==> src/rtl/spi_tx16_pkg.sv <==
// rtl/spi_tx16_pkg.sv - shared state encoding, frame size and default timing for spi_tx16
package spi_tx16_pkg;

  typedef enum logic [2:0] {
    IDLE,
    SETUP,
    SHIFT_LO,
    SHIFT_HI,
    HOLD,
    GAP
  } state_t;

  localparam int FRAME_BITS   = 16;
  localparam int DEF_CLK_DIV  = 4;
  localparam int DEF_CS_SETUP = 2;
  localparam int DEF_CS_HOLD  = 2;
  localparam int DEF_CS_IDLE  = 2;

  // Counters are loaded with (length - 1), so $clog2 of the longest length suffices.
  function automatic int cnt_width(input int a, input int b, input int c, input int d);
    int m;
    m = a;
    if (b > m) m = b;
    if (c > m) m = c;
    if (d > m) m = d;
    return (m > 1) ? $clog2(m) : 1;
  endfunction

endpackage

==> src/rtl/spi_tx16_phase_cnt.sv <==
// rtl/spi_tx16_phase_cnt.sv - loadable down-counter with terminal-count flag
module spi_tx16_phase_cnt #(
  parameter int W = 2
) (
  input  logic         clk,
  input  logic         reset,
  input  logic         load,
  input  logic [W-1:0] load_val,
  output logic         tc
);

  logic [W-1:0] cnt;

  always_ff @(posedge clk) begin
    if (reset) begin
      cnt <= '0;
    end else if (load) begin
      cnt <= load_val;
    end else if (cnt != '0) begin
      cnt <= cnt - W'(1);
    end
  end

  assign tc = (cnt == '0);

endmodule

==> src/rtl/spi_tx16.sv <==
// rtl/spi_tx16.sv - SPI master transmitter, one 16-bit MSB-first word per CS frame (mode 3)
// Define SPI_TX16_MISO_EN to add the full-duplex receive path (spi_miso, rx_data).
module spi_tx16
  import spi_tx16_pkg::*;
#(
  parameter int CLK_DIV  = DEF_CLK_DIV,
  parameter int CS_SETUP = DEF_CS_SETUP,
  parameter int CS_HOLD  = DEF_CS_HOLD,
  parameter int CS_IDLE  = DEF_CS_IDLE
) (
  input  logic                  clk,
  input  logic                  reset,
  input  logic                  tx_valid,
  output logic                  tx_ready,
  input  logic [FRAME_BITS-1:0] tx_data,
  output logic                  busy,
  output logic                  done,
  output logic                  spi_cs,
  output logic                  spi_clk,
  output logic                  spi_mosi
`ifdef SPI_TX16_MISO_EN
  ,
  input  logic                  spi_miso,
  output logic [FRAME_BITS-1:0] rx_data
`endif
);

  localparam int CNT_W = cnt_width(CLK_DIV, CS_SETUP, CS_HOLD, CS_IDLE);
  localparam int BIT_W = $clog2(FRAME_BITS);
  localparam logic [CNT_W-1:0] LD_SETUP = CNT_W'(CS_SETUP - 1);
  localparam logic [CNT_W-1:0] LD_HALF  = CNT_W'(CLK_DIV - 1);
  localparam logic [CNT_W-1:0] LD_HOLD  = CNT_W'(CS_HOLD - 1);
  localparam logic [CNT_W-1:0] LD_IDLE  = CNT_W'(CS_IDLE - 1);

  state_t                state, state_n;
  logic [FRAME_BITS-1:0] shift_q, shift_n;
  logic [BIT_W-1:0]      bit_cnt, bit_n;
  logic                  cs_n, sclk_n, mosi_n, done_n;
  logic                  ph_load;
  logic [CNT_W-1:0]      ph_val;
  logic                  ph_tc;

  spi_tx16_phase_cnt #(.W(CNT_W)) u_phase_cnt (
    .clk      (clk),
    .reset    (reset),
    .load     (ph_load),
    .load_val (ph_val),
    .tc       (ph_tc)
  );

  assign tx_ready = (state == IDLE) && !reset;
  assign busy     = !tx_ready && !reset;

  always_ff @(posedge clk) begin
    if (reset) begin
      state    <= IDLE;
      shift_q  <= '0;
      bit_cnt  <= '0;
      spi_cs   <= 1'b1;
      spi_clk  <= 1'b1;
      spi_mosi <= 1'b0;
      done     <= 1'b0;
    end else begin
      state    <= state_n;
      shift_q  <= shift_n;
      bit_cnt  <= bit_n;
      spi_cs   <= cs_n;
      spi_clk  <= sclk_n;
      spi_mosi <= mosi_n;
      done     <= done_n;
    end
  end

  always_comb begin
    state_n = state;
    shift_n = shift_q;
    bit_n   = bit_cnt;
    cs_n    = spi_cs;
    sclk_n  = spi_clk;
    mosi_n  = spi_mosi;
    done_n  = 1'b0;
    ph_load = 1'b0;
    ph_val  = '0;
    unique case (state)
      IDLE: begin
        if (tx_valid) begin
          shift_n = tx_data;
          bit_n   = BIT_W'(FRAME_BITS - 1);
          cs_n    = 1'b0;
          sclk_n  = 1'b1;
          mosi_n  = tx_data[FRAME_BITS-1];
          ph_load = 1'b1;
          ph_val  = LD_SETUP;
          state_n = SETUP;
        end
      end
      SETUP: begin
        if (ph_tc) begin
          sclk_n  = 1'b0;
          ph_load = 1'b1;
          ph_val  = LD_HALF;
          state_n = SHIFT_LO;
        end
      end
      SHIFT_LO: begin
        if (ph_tc) begin
          sclk_n  = 1'b1;
          ph_load = 1'b1;
          ph_val  = LD_HALF;
          state_n = SHIFT_HI;
        end
      end
      SHIFT_HI: begin
        if (ph_tc) begin
          ph_load = 1'b1;
          if (bit_cnt == '0) begin
            ph_val  = LD_HOLD;
            state_n = HOLD;
          end else begin
            // Rotate rather than shift so the next bit is always at [FRAME_BITS-2].
            shift_n = {shift_q[FRAME_BITS-2:0], shift_q[FRAME_BITS-1]};
            mosi_n  = shift_q[FRAME_BITS-2];
            bit_n   = bit_cnt - BIT_W'(1);
            sclk_n  = 1'b0;
            ph_val  = LD_HALF;
            state_n = SHIFT_LO;
          end
        end
      end
      HOLD: begin
        if (ph_tc) begin
          cs_n    = 1'b1;
          mosi_n  = 1'b0;
          done_n  = 1'b1;
          ph_load = 1'b1;
          ph_val  = LD_IDLE;
          state_n = GAP;
        end
      end
      GAP: begin
        if (ph_tc) state_n = IDLE;
      end
      default: state_n = IDLE;
    endcase
  end

`ifdef SPI_TX16_MISO_EN
  logic [FRAME_BITS-1:0] rx_shift;

  // Sample on the last LOW cycle, i.e. the edge that raises spi_clk.
  always_ff @(posedge clk) begin
    if (reset) begin
      rx_shift <= '0;
      rx_data  <= '0;
    end else begin
      if (state == SHIFT_LO && ph_tc) rx_shift <= {rx_shift[FRAME_BITS-2:0], spi_miso};
      if (state == HOLD && ph_tc)     rx_data  <= rx_shift;
    end
  end
`endif

endmodule

==> config.mk <==
export PLATFORM = sky130hd
export DESIGN_NAME = spi_tx16
export DESIGN_NICKNAME = d
export VERILOG_FILES = /design/src/rtl/spi_tx16_pkg.sv /design/src/rtl/spi_tx16_phase_cnt.sv /design/src/rtl/spi_tx16.sv
export SDC_FILE = /design/constraint.sdc
export NUM_CORES = 1
export LEC_CHECK = 0
export ABC_AREA = 1
export CORE_MARGIN = 5
export CORE_UTILIZATION = 35
export DETAILED_ROUTE_END_ITERATION = 10
export PLACE_DENSITY = 0.67
export SLEW_MARGIN = 20
export SYNTH_ARGS = -nofsm -noshare
export SYNTH_HDL_FRONTEND = slang
export SYNTH_SLANG_ARGS = --single-unit
==> constraint.sdc <==
create_clock -name clk -period 1.6 [get_ports clk]
set_clock_uncertainty 0.15 [all_clocks]
set_input_delay 0.24 -clock clk [delete_from_list [all_inputs] [get_ports clk]]
set_output_delay 0.24 -clock clk [all_outputs]
set_load 0.005 [all_outputs]
# Word level (Yosys, flattened, before mapping)
# Index checks and enable logic that the tools add are counted.
[word_totals] reg_bits=29 in_bits=19 output_inout_bits=6 word_cells=83
[op_classes] addsub=2 eq_ne=12 n_mux=39 bitwise_logic=1 reduce_logical=21
[op_table] cell="2-to-1 mux 16 bit" n=3
[op_table] cell="case mux 16 bit (2 select lines)" n=1
[op_table] cell="2-to-1 mux 3 bit" n=7
[op_table] cell="case mux 3 bit (6 select lines)" n=1
[op_table] cell="!= test 2 bit (second input constant)" n=7
[op_table] cell="2-to-1 mux 1 bit" n=13
[op_table] cell="2-to-1 mux 4 bit" n=3
[op_table] cell="AND reduction 6 bit" n=2
[op_table] cell="2-to-1 mux 2 bit" n=5
[op_table] cell="case mux 2 bit (4 select lines)" n=1
[op_table] cell="case mux 4 bit (2 select lines)" n=1
[op_table] cell="nonzero test 2 bit" n=4
[op_table] cell="== test 3 x 2 -> 1 bit (second input constant)" n=2
[op_table] cell="== test 3 bit (second input constant)" n=2
[op_table] cell="AND reduction 5 bit" n=1
[op_table] cell="zero test 4 bit" n=1
[op_table] cell="case mux 1 bit (2 select lines)" n=2
[op_table] cell="case mux 1 bit (4 select lines)" n=1
[op_table] cell="AND reduction 4 bit" n=1
[op_table] cell="nonzero test 4 bit" n=1
[op_table] cell="OR reduction 2 bit" n=2
[op_table] cell="OR reduction 4 bit" n=1
[op_table] cell="subtractor 4 x 1 -> 4 bit (second input constant)" n=1
[op_table] cell="== test 3 x 1 -> 1 bit (second input constant)" n=1
[op_table] cell="other kinds (9)" n=11

# Longest topological paths before layout
[depth] depth_word=5 mapped_depth=11 depth_no_buf=10

# Cells and area by module
# From an unflattened synthesis, not the netlist that was laid out.
[unflattened] cells_unflattened=250 area_unflattened_um2=1661.6
[modules_own_cells] mod="spi_tx16" instances=1 cells_per_inst=233 area_per_inst_um2=1547.7 seq_area_each_um2=540.5
[modules_own_cells] mod="spi_tx16_phase_cnt" instances=1 cells_per_inst=17 area_per_inst_um2=113.9 seq_area_each_um2=40.0

# Least setup slack after synthesis
# No wires, ideal clock.
[synth_timing] path_kind="register to register" from="register u_phase_cnt.cnt[0]" to="register shift_q[10]" setup_ps=113 arrival_time_ps=1329 t_required_ps=1337 path_slack_ps=8 stages_incl_launch_ff=12 path_buffers=2 synth_period_minus_slack_ps=1592 cell_sequence="dfxtp_1 > inv_1 > ha_1 > clkbuf_2 > inv_1 > nand2_1 > nand2_2 > nor2_4 > buf_6 > nand2_1 > nand2_1 > nor2_1"
[synth_via] elab_chain_len=3
[synth_rtl] element="start: declaration" line="spi_tx16_phase_cnt.sv:12" rtl="logic [W-1:0] cnt;"
[synth_rtl] element="start signal: assignment" line="spi_tx16_phase_cnt.sv:18" rtl="cnt <= load_val;"
[synth_rtl] element="start signal: assignment" line="spi_tx16_phase_cnt.sv:20" rtl="cnt <= cnt - W'(1);"
[synth_rtl] element="zero test 2 bit" line="spi_tx16_phase_cnt.sv:24" rtl="assign tc = (cnt == '0);"
[synth_rtl] element="net ph_tc" line="spi_tx16.sv:41" rtl="logic ph_tc;"
[synth_rtl] element="!= test 2 bit (no source line)"
[synth_rtl] element="AND reduction 4 bit (no source line)"
[synth_rtl] element="end signal: assignment" line="spi_tx16.sv:65" rtl="shift_q <= shift_n;"
[synth_rtl] element="end: declaration" line="spi_tx16.sv:36" rtl="logic [FRAME_BITS-1:0] shift_q, shift_n;"
# The timed path passes the listed nets, and every way through them passes these cells.
# A chain may end at the register's enable or synchronous reset.

# Worst setup path after layout
[layout_timing] from="register state[0]" to="register shift_q[7]"
[layout_via] elab_chain_len=3 elab_cells_between_ends=8 cone_classes="eq/ne (4); mux (1); reduce/logical (3)"
[layout_rtl] element="start: declaration" line="spi_tx16.sv:35" rtl="state_t state, state_n;"
[layout_rtl] element="start signal: assignment" line="spi_tx16.sv:64" rtl="state <= state_n;"
[layout_rtl] element="== test 3 x 2 -> 1 bit or zero test 3 bit (tied branches)" line="spi_tx16.sv:84" rtl="unique case (state)"
[layout_rtl] element="!= test 2 bit (no source line) or nonzero test 2 bit (tied branches)"
[layout_rtl] element="AND reduction 4 bit (no source line)"
# Several ways; a longest one is shown, not always the timed one.

==> report_table.html <==
<table>
<tr><th>Metric</th><th>Value</th></tr>
<tr><th colspan="2">Drt</th></tr>
<tr><td>Routed WL</td><td>around 4400 µm</td></tr>
<tr><td>Final routed DRC violation total</td><td>0</td></tr>
<tr><td>Pre-Repair DR Iteration Count</td><td>4</td></tr>
<tr><td>WL/cell</td><td>around 11 µm</td></tr>
<tr><td>Antenna-violating nets left</td><td>0</td></tr>
<tr><td>DR iter-0 viols</td><td>84</td></tr>
<tr><td>Avg Vias per Cell</td><td>roughly 4.6</td></tr>
<tr><td>DR vias</td><td>~1800</td></tr>
<tr><th colspan="2">Floorplanning</th></tr>
<tr><td>Initial standard-cell utilization of the core</td><td>0.354</td></tr>
<tr><td>I/O pin cnt</td><td>25</td></tr>
<tr><td>Width of the chip</td><td>roughly 80 µm</td></tr>
<tr><td>FP Rows</td><td>25</td></tr>
<tr><td>Die Height</td><td>about 80 µm</td></tr>
<tr><td>Placeable core region</td><td>4630 µm²</td></tr>
<tr><td>Die area</td><td>6160 µm²</td></tr>
<tr><th colspan="2">Logic synthesis</th></tr>
<tr><td>Proportion of netlist area held by the largest area contributor</td><td>0.354</td></tr>
<tr><td>Number of different library cells in the post-synthesis netlist</td><td>23</td></tr>
<tr><td>Sequential share of the synthesized area</td><td>0.354</td></tr>
<tr><td>Synthesized flop and latch total</td><td>29</td></tr>
<tr><td>Mean area per synthesized cell</td><td>roughly 6 µm²</td></tr>
<tr><td>Post-Syn Area</td><td>around 1600 µm²</td></tr>
<tr><td>Syn Inst Count</td><td>approximately 280</td></tr>
<tr><td>Largest area contributor in the netlist</td><td>sky130_fd_sc_hd__dfxtp_1</td></tr>
<tr><td>Cell types with the largest area share after synthesis</td><td>sky130_fd_sc_hd__dfxtp_1 35%, sky130_fd_sc_hd__nand2_1 26%, sky130_fd_sc_hd__nor2_1 11%</td></tr>
<tr><td>Yosys warning count</td><td>0</td></tr>
<tr><td>Synthesized Nets</td><td>299</td></tr>
<tr><th colspan="2">STA</th></tr>
<tr><td>Worst Tran Pin Value</td><td>~0.26 ns</td></tr>
<tr><td>Minimum setup slack in the final design</td><td>around 0.0042 ns</td></tr>
<tr><td>Hold Fails Final Rpt</td><td>0</td></tr>
<tr><td>Final number of max-transition violations</td><td>0</td></tr>
<tr><td>Fmax</td><td>about 630 MHz</td></tr>
<tr><td>Post-route clock period utilization</td><td>0.997</td></tr>
<tr><td>Minimum clock period after layout</td><td>around 1.6 ns</td></tr>
<tr><td>RSZ-0062 raised after global routing</td><td>true</td></tr>
<tr><td>Slew Limit Headroom</td><td>0.823</td></tr>
<tr><td>Final hold slack</td><td>~0.31 ns</td></tr>
<tr><td>Sum Neg Setup Slack</td><td>0 ns</td></tr>
<tr><td>Final setup fails</td><td>0</td></tr>
<tr><th colspan="2">Critical path</th></tr>
<tr><td>Data arrival at the endpoint of the critical path</td><td>about 1.6 ns</td></tr>
<tr><td>Max stage delay cell, worst path</td><td>sky130_fd_sc_hd__dfxtp_4</td></tr>
<tr><td>Cells traversed along the worst timing path</td><td>nor2_4 -&gt; buf_6 -&gt; buf_6 -&gt; nand3_4 -&gt; nand2_4 -&gt; nor2_4 -&gt; buf_8 -&gt; nand2_2 -&gt; nand2_2 -&gt; nor2_2</td></tr>
<tr><td>Kind of start point of the critical path</td><td>flip-flop</td></tr>
<tr><td>Highest fanout seen on the critical path</td><td>8</td></tr>
<tr><td>Endpoint required time on the critical path</td><td>about 1.6 ns</td></tr>
<tr><td>Critical Path End Type</td><td>flip-flop</td></tr>
<tr><td>Classification of the worst setup path</td><td>reg2reg</td></tr>
<tr><td>Delay of the slowest critical-path stage</td><td>0.37 ns</td></tr>
<tr><th colspan="2">Final layout</th></tr>
<tr><td>Area of all placed cells without fillers</td><td>roughly 2500 µm²</td></tr>
<tr><td>Area growth, synth to finish</td><td>53.9%</td></tr>
<tr><td>Net count of the finished layout</td><td>approximately 360</td></tr>
<tr><td>End-of-flow core utilization</td><td>0.545</td></tr>
<tr><td>Total inserted antenna cells</td><td>0</td></tr>
<tr><td>Layout cell share with drive strength beyond 1</td><td>0.322</td></tr>
<tr><th colspan="2">GRT</th></tr>
<tr><td>Busiest layer in global routing</td><td>met2</td></tr>
<tr><td>Total track usage</td><td>0.143</td></tr>
<tr><td>Routing usage on met1</td><td>0.177</td></tr>
<tr><td>Number of antenna violations at the first check in global routing</td><td>0</td></tr>
<tr><td>Global-route wire length before repair</td><td>slightly above 7000 µm</td></tr>
<tr><td>Vias in the first global route</td><td>1722</td></tr>
<tr><td>Met3 GRT Util</td><td>0.0310</td></tr>
<tr><td>Global routing met2 resource utilization</td><td>0.234</td></tr>
<tr><td>Pin count of the biggest net entering global routing</td><td>23</td></tr>
<tr><td>Gr ovfl total</td><td>0</td></tr>
<tr><th colspan="2">Flow run</th></tr>
<tr><td>Max Cap Viol</td><td>0</td></tr>
<tr><th colspan="2">Power</th></tr>
<tr><td>Clock share of power</td><td>0.114</td></tr>
<tr><td>Switching component of the power</td><td>around 2.3 mW</td></tr>
<tr><td>Proportion of power drawn by flip-flops and latches</td><td>0.250</td></tr>
<tr><td>Leak Pwr</td><td>approximately 1.3 nW</td></tr>
<tr><td>Fraction of power consumed by combinational cells</td><td>0.636</td></tr>
<tr><td>Ratio of total power to cell area</td><td>2040 nW/µm²</td></tr>
<tr><td>Share of total power consumed by net switching</td><td>0.438</td></tr>
<tr><td>Worst vdd ir</td><td>roughly 0.86 mV</td></tr>
<tr><td>Internal power component</td><td>a little under 3 mW</td></tr>
<tr><th colspan="2">Clocking</th></tr>
<tr><td>Total of hold buffers inserted after clock tree synthesis</td><td>0</td></tr>
<tr><td>Master cell of the clock root buffer</td><td>sky130_fd_sc_hd__clkbuf_8</td></tr>
<tr><td>Deepest level of the CTS H-tree</td><td>2</td></tr>
<tr><td>Reg clk slew, reported paths</td><td>approximately 0.06 ns</td></tr>
<tr><td>TritonCTS clock tree</td><td>yes</td></tr>
<tr><td>Total number of clock tree sinks</td><td>29</td></tr>
<tr><td>Max Root-Sink Buffers</td><td>2</td></tr>
<tr><td>Number of buffers added by the clock tree synthesis step</td><td>5</td></tr>
<tr><td>Worst skew pair latency</td><td>0.28 ns</td></tr>
<tr><th colspan="2">Placement</th></tr>
<tr><td>Buffers on Ports</td><td>24</td></tr>
<tr><td>Worst slack at placement</td><td>-0.209 ns</td></tr>
<tr><td>Routability Congestion</td><td>0.856</td></tr>
<tr><td>Post-Place Cell Area</td><td>~2100 µm²</td></tr>
<tr><td>HPWL after detailed placement</td><td>approximately 2600 µm</td></tr>
<tr><th colspan="2">Worst hold path</th></tr>
<tr><td>Tightest Hold Check Type</td><td>reg2reg</td></tr>
<tr><th colspan="2">Run status</th></tr>
<tr><td>Status</td><td>finished clean</td></tr>
</table>
==> cell usage in the layout (no fill, tap or decap), types with 3 or more instances in the layout <==
cell and count:
sky130_fd_sc_hd__inv_1 30, sky130_fd_sc_hd__a21oi_1 9, sky130_fd_sc_hd__dfxtp_2 3, sky130_fd_sc_hd__clkdlybuf4s50_1 22, sky130_fd_sc_hd__nor2_4 5, sky130_fd_sc_hd__buf_12 4, sky130_fd_sc_hd__clkbuf_8 5, sky130_fd_sc_hd__buf_6 7
sky130_fd_sc_hd__nor2_2 16, sky130_fd_sc_hd__buf_4 21, sky130_fd_sc_hd__nand3_1 13, sky130_fd_sc_hd__dfxtp_1 24, sky130_fd_sc_hd__nor2_1 32, sky130_fd_sc_hd__nand2_4 4, sky130_fd_sc_hd__nand2_1 88, sky130_fd_sc_hd__nand2_2 22
sky130_fd_sc_hd__o21ai_0 6, sky130_fd_sc_hd__inv_2 4
==> final timing paths <==
| path | from | end | slack [ns] | cells after the start |
|---|---|---|---|---|
| max | state[0] | shift_q[7] | 0.004 | 10 |
| min | spi_clk | spi_clk | 0.31 | 2 |
| max reg2reg | state[0] | shift_q[7] | 0.004 | 10 |
| min reg2reg | spi_clk | spi_clk | 0.31 | 2 |
==> power groups by stage <==
| stage | Sequential, mW | Clock, mW | Combinational, mW |
|---|---|---|---|
| 6_report | 1.29 | 0.590 | 3.28 |
| 3_3_place_gp | 1.24 | 0 | 2.36 |
| 2_1_floorplan | 1.24 | 0 | 1.63 |
| 4_1_cts | 1.24 | 0.602 | 3.00 |
| 5_1_grt | 1.34 | 0.647 | 3.67 |
| 3_5_place_dp | 1.25 | 0 | 2.40 |
==> what timing repair did <==
action / in CTS / in global routing
gates cloned: 2 / 1
gates resized for setup: 13 / 80
setup endpoints to repair: 16 / 29
buffers inserted: 8 / 2
pin swaps: 3 / 15
==> logic make-up after synthesis <==
kind of cell	Yosys count	share of synthesized area
AO/OA/AOI/OAI	17	0.0534
buffers and inverters	44	0.119
adder cells (fa/ha/maj)	2	0.0153
AND/OR/NAND/NOR	186	0.458
flip-flops	29	0.354
==> registers in the layout, indices dropped and copies added, names as in the netlist <==
signal / cells
spi_cs: 1
shift_q: 16
bit_cnt: 4
done: 1
spi_mosi: 1
state: 3
u_phase_cnt.cnt: 2
spi_clk: 1
==> cells in the mapped netlist <==
cell and number:
sky130_fd_sc_hd__nor3_1 1, sky130_fd_sc_hd__buf_2 2, sky130_fd_sc_hd__clkbuf_2 1, sky130_fd_sc_hd__nand2_2 2, sky130_fd_sc_hd__nand2_1 112, sky130_fd_sc_hd__inv_2 1
sky130_fd_sc_hd__nor2_2 1, sky130_fd_sc_hd__nor2_4 2, sky130_fd_sc_hd__nand3_2 1, sky130_fd_sc_hd__or2_2 1, sky130_fd_sc_hd__ha_1 2, sky130_fd_sc_hd__nor2b_1 1
sky130_fd_sc_hd__buf_6 3, sky130_fd_sc_hd__o211ai_1 1, sky130_fd_sc_hd__inv_1 33, sky130_fd_sc_hd__buf_4 1, sky130_fd_sc_hd__clkbuf_1 1, sky130_fd_sc_hd__o21ai_0 6
sky130_fd_sc_hd__dfxtp_1 29, sky130_fd_sc_hd__nor2_1 50, sky130_fd_sc_hd__nand3_1 15, sky130_fd_sc_hd__a21oi_1 10, sky130_fd_sc_hd__buf_1 2
==> final cells by class <==
type,count,area (µm²)
fillers,450,2100
multi-input cells,205,1050
repair buffers,59,602
flip-flops and latches,29,592
inverters,34,128
clock buffers,6,72.6
well taps,54,67.6
clock inverters,2,10.0
==> metrics by stage <==
step / instances / total power, mW
after floorplan: 278 / 2.87
after global placement: 372 / 3.61
after detailed placement: 372 / 3.65
after CTS: 390 / 4.84
after global routing: 389 / 5.66
final: 389 / 5.15
==> critical path: cells and delay by family, from the launching register on <==
family	cells	cell delay (ns)
simple gates	7	0.56
flops	1	0.37
buf+inv	3	0.41
==> metal layers <==
| metal | part of all wire | vias up |
|---|---|---|
| met4 | 0.017 | 0 |
| met5 | 0 | - |
| met1 | 0.46 | 803 |
| met3 | 0.031 | 7 |
| met2 | 0.49 | 36 |
| li1 | - | 949 |
Note: power is estimated with default switching activity, not from simulation.
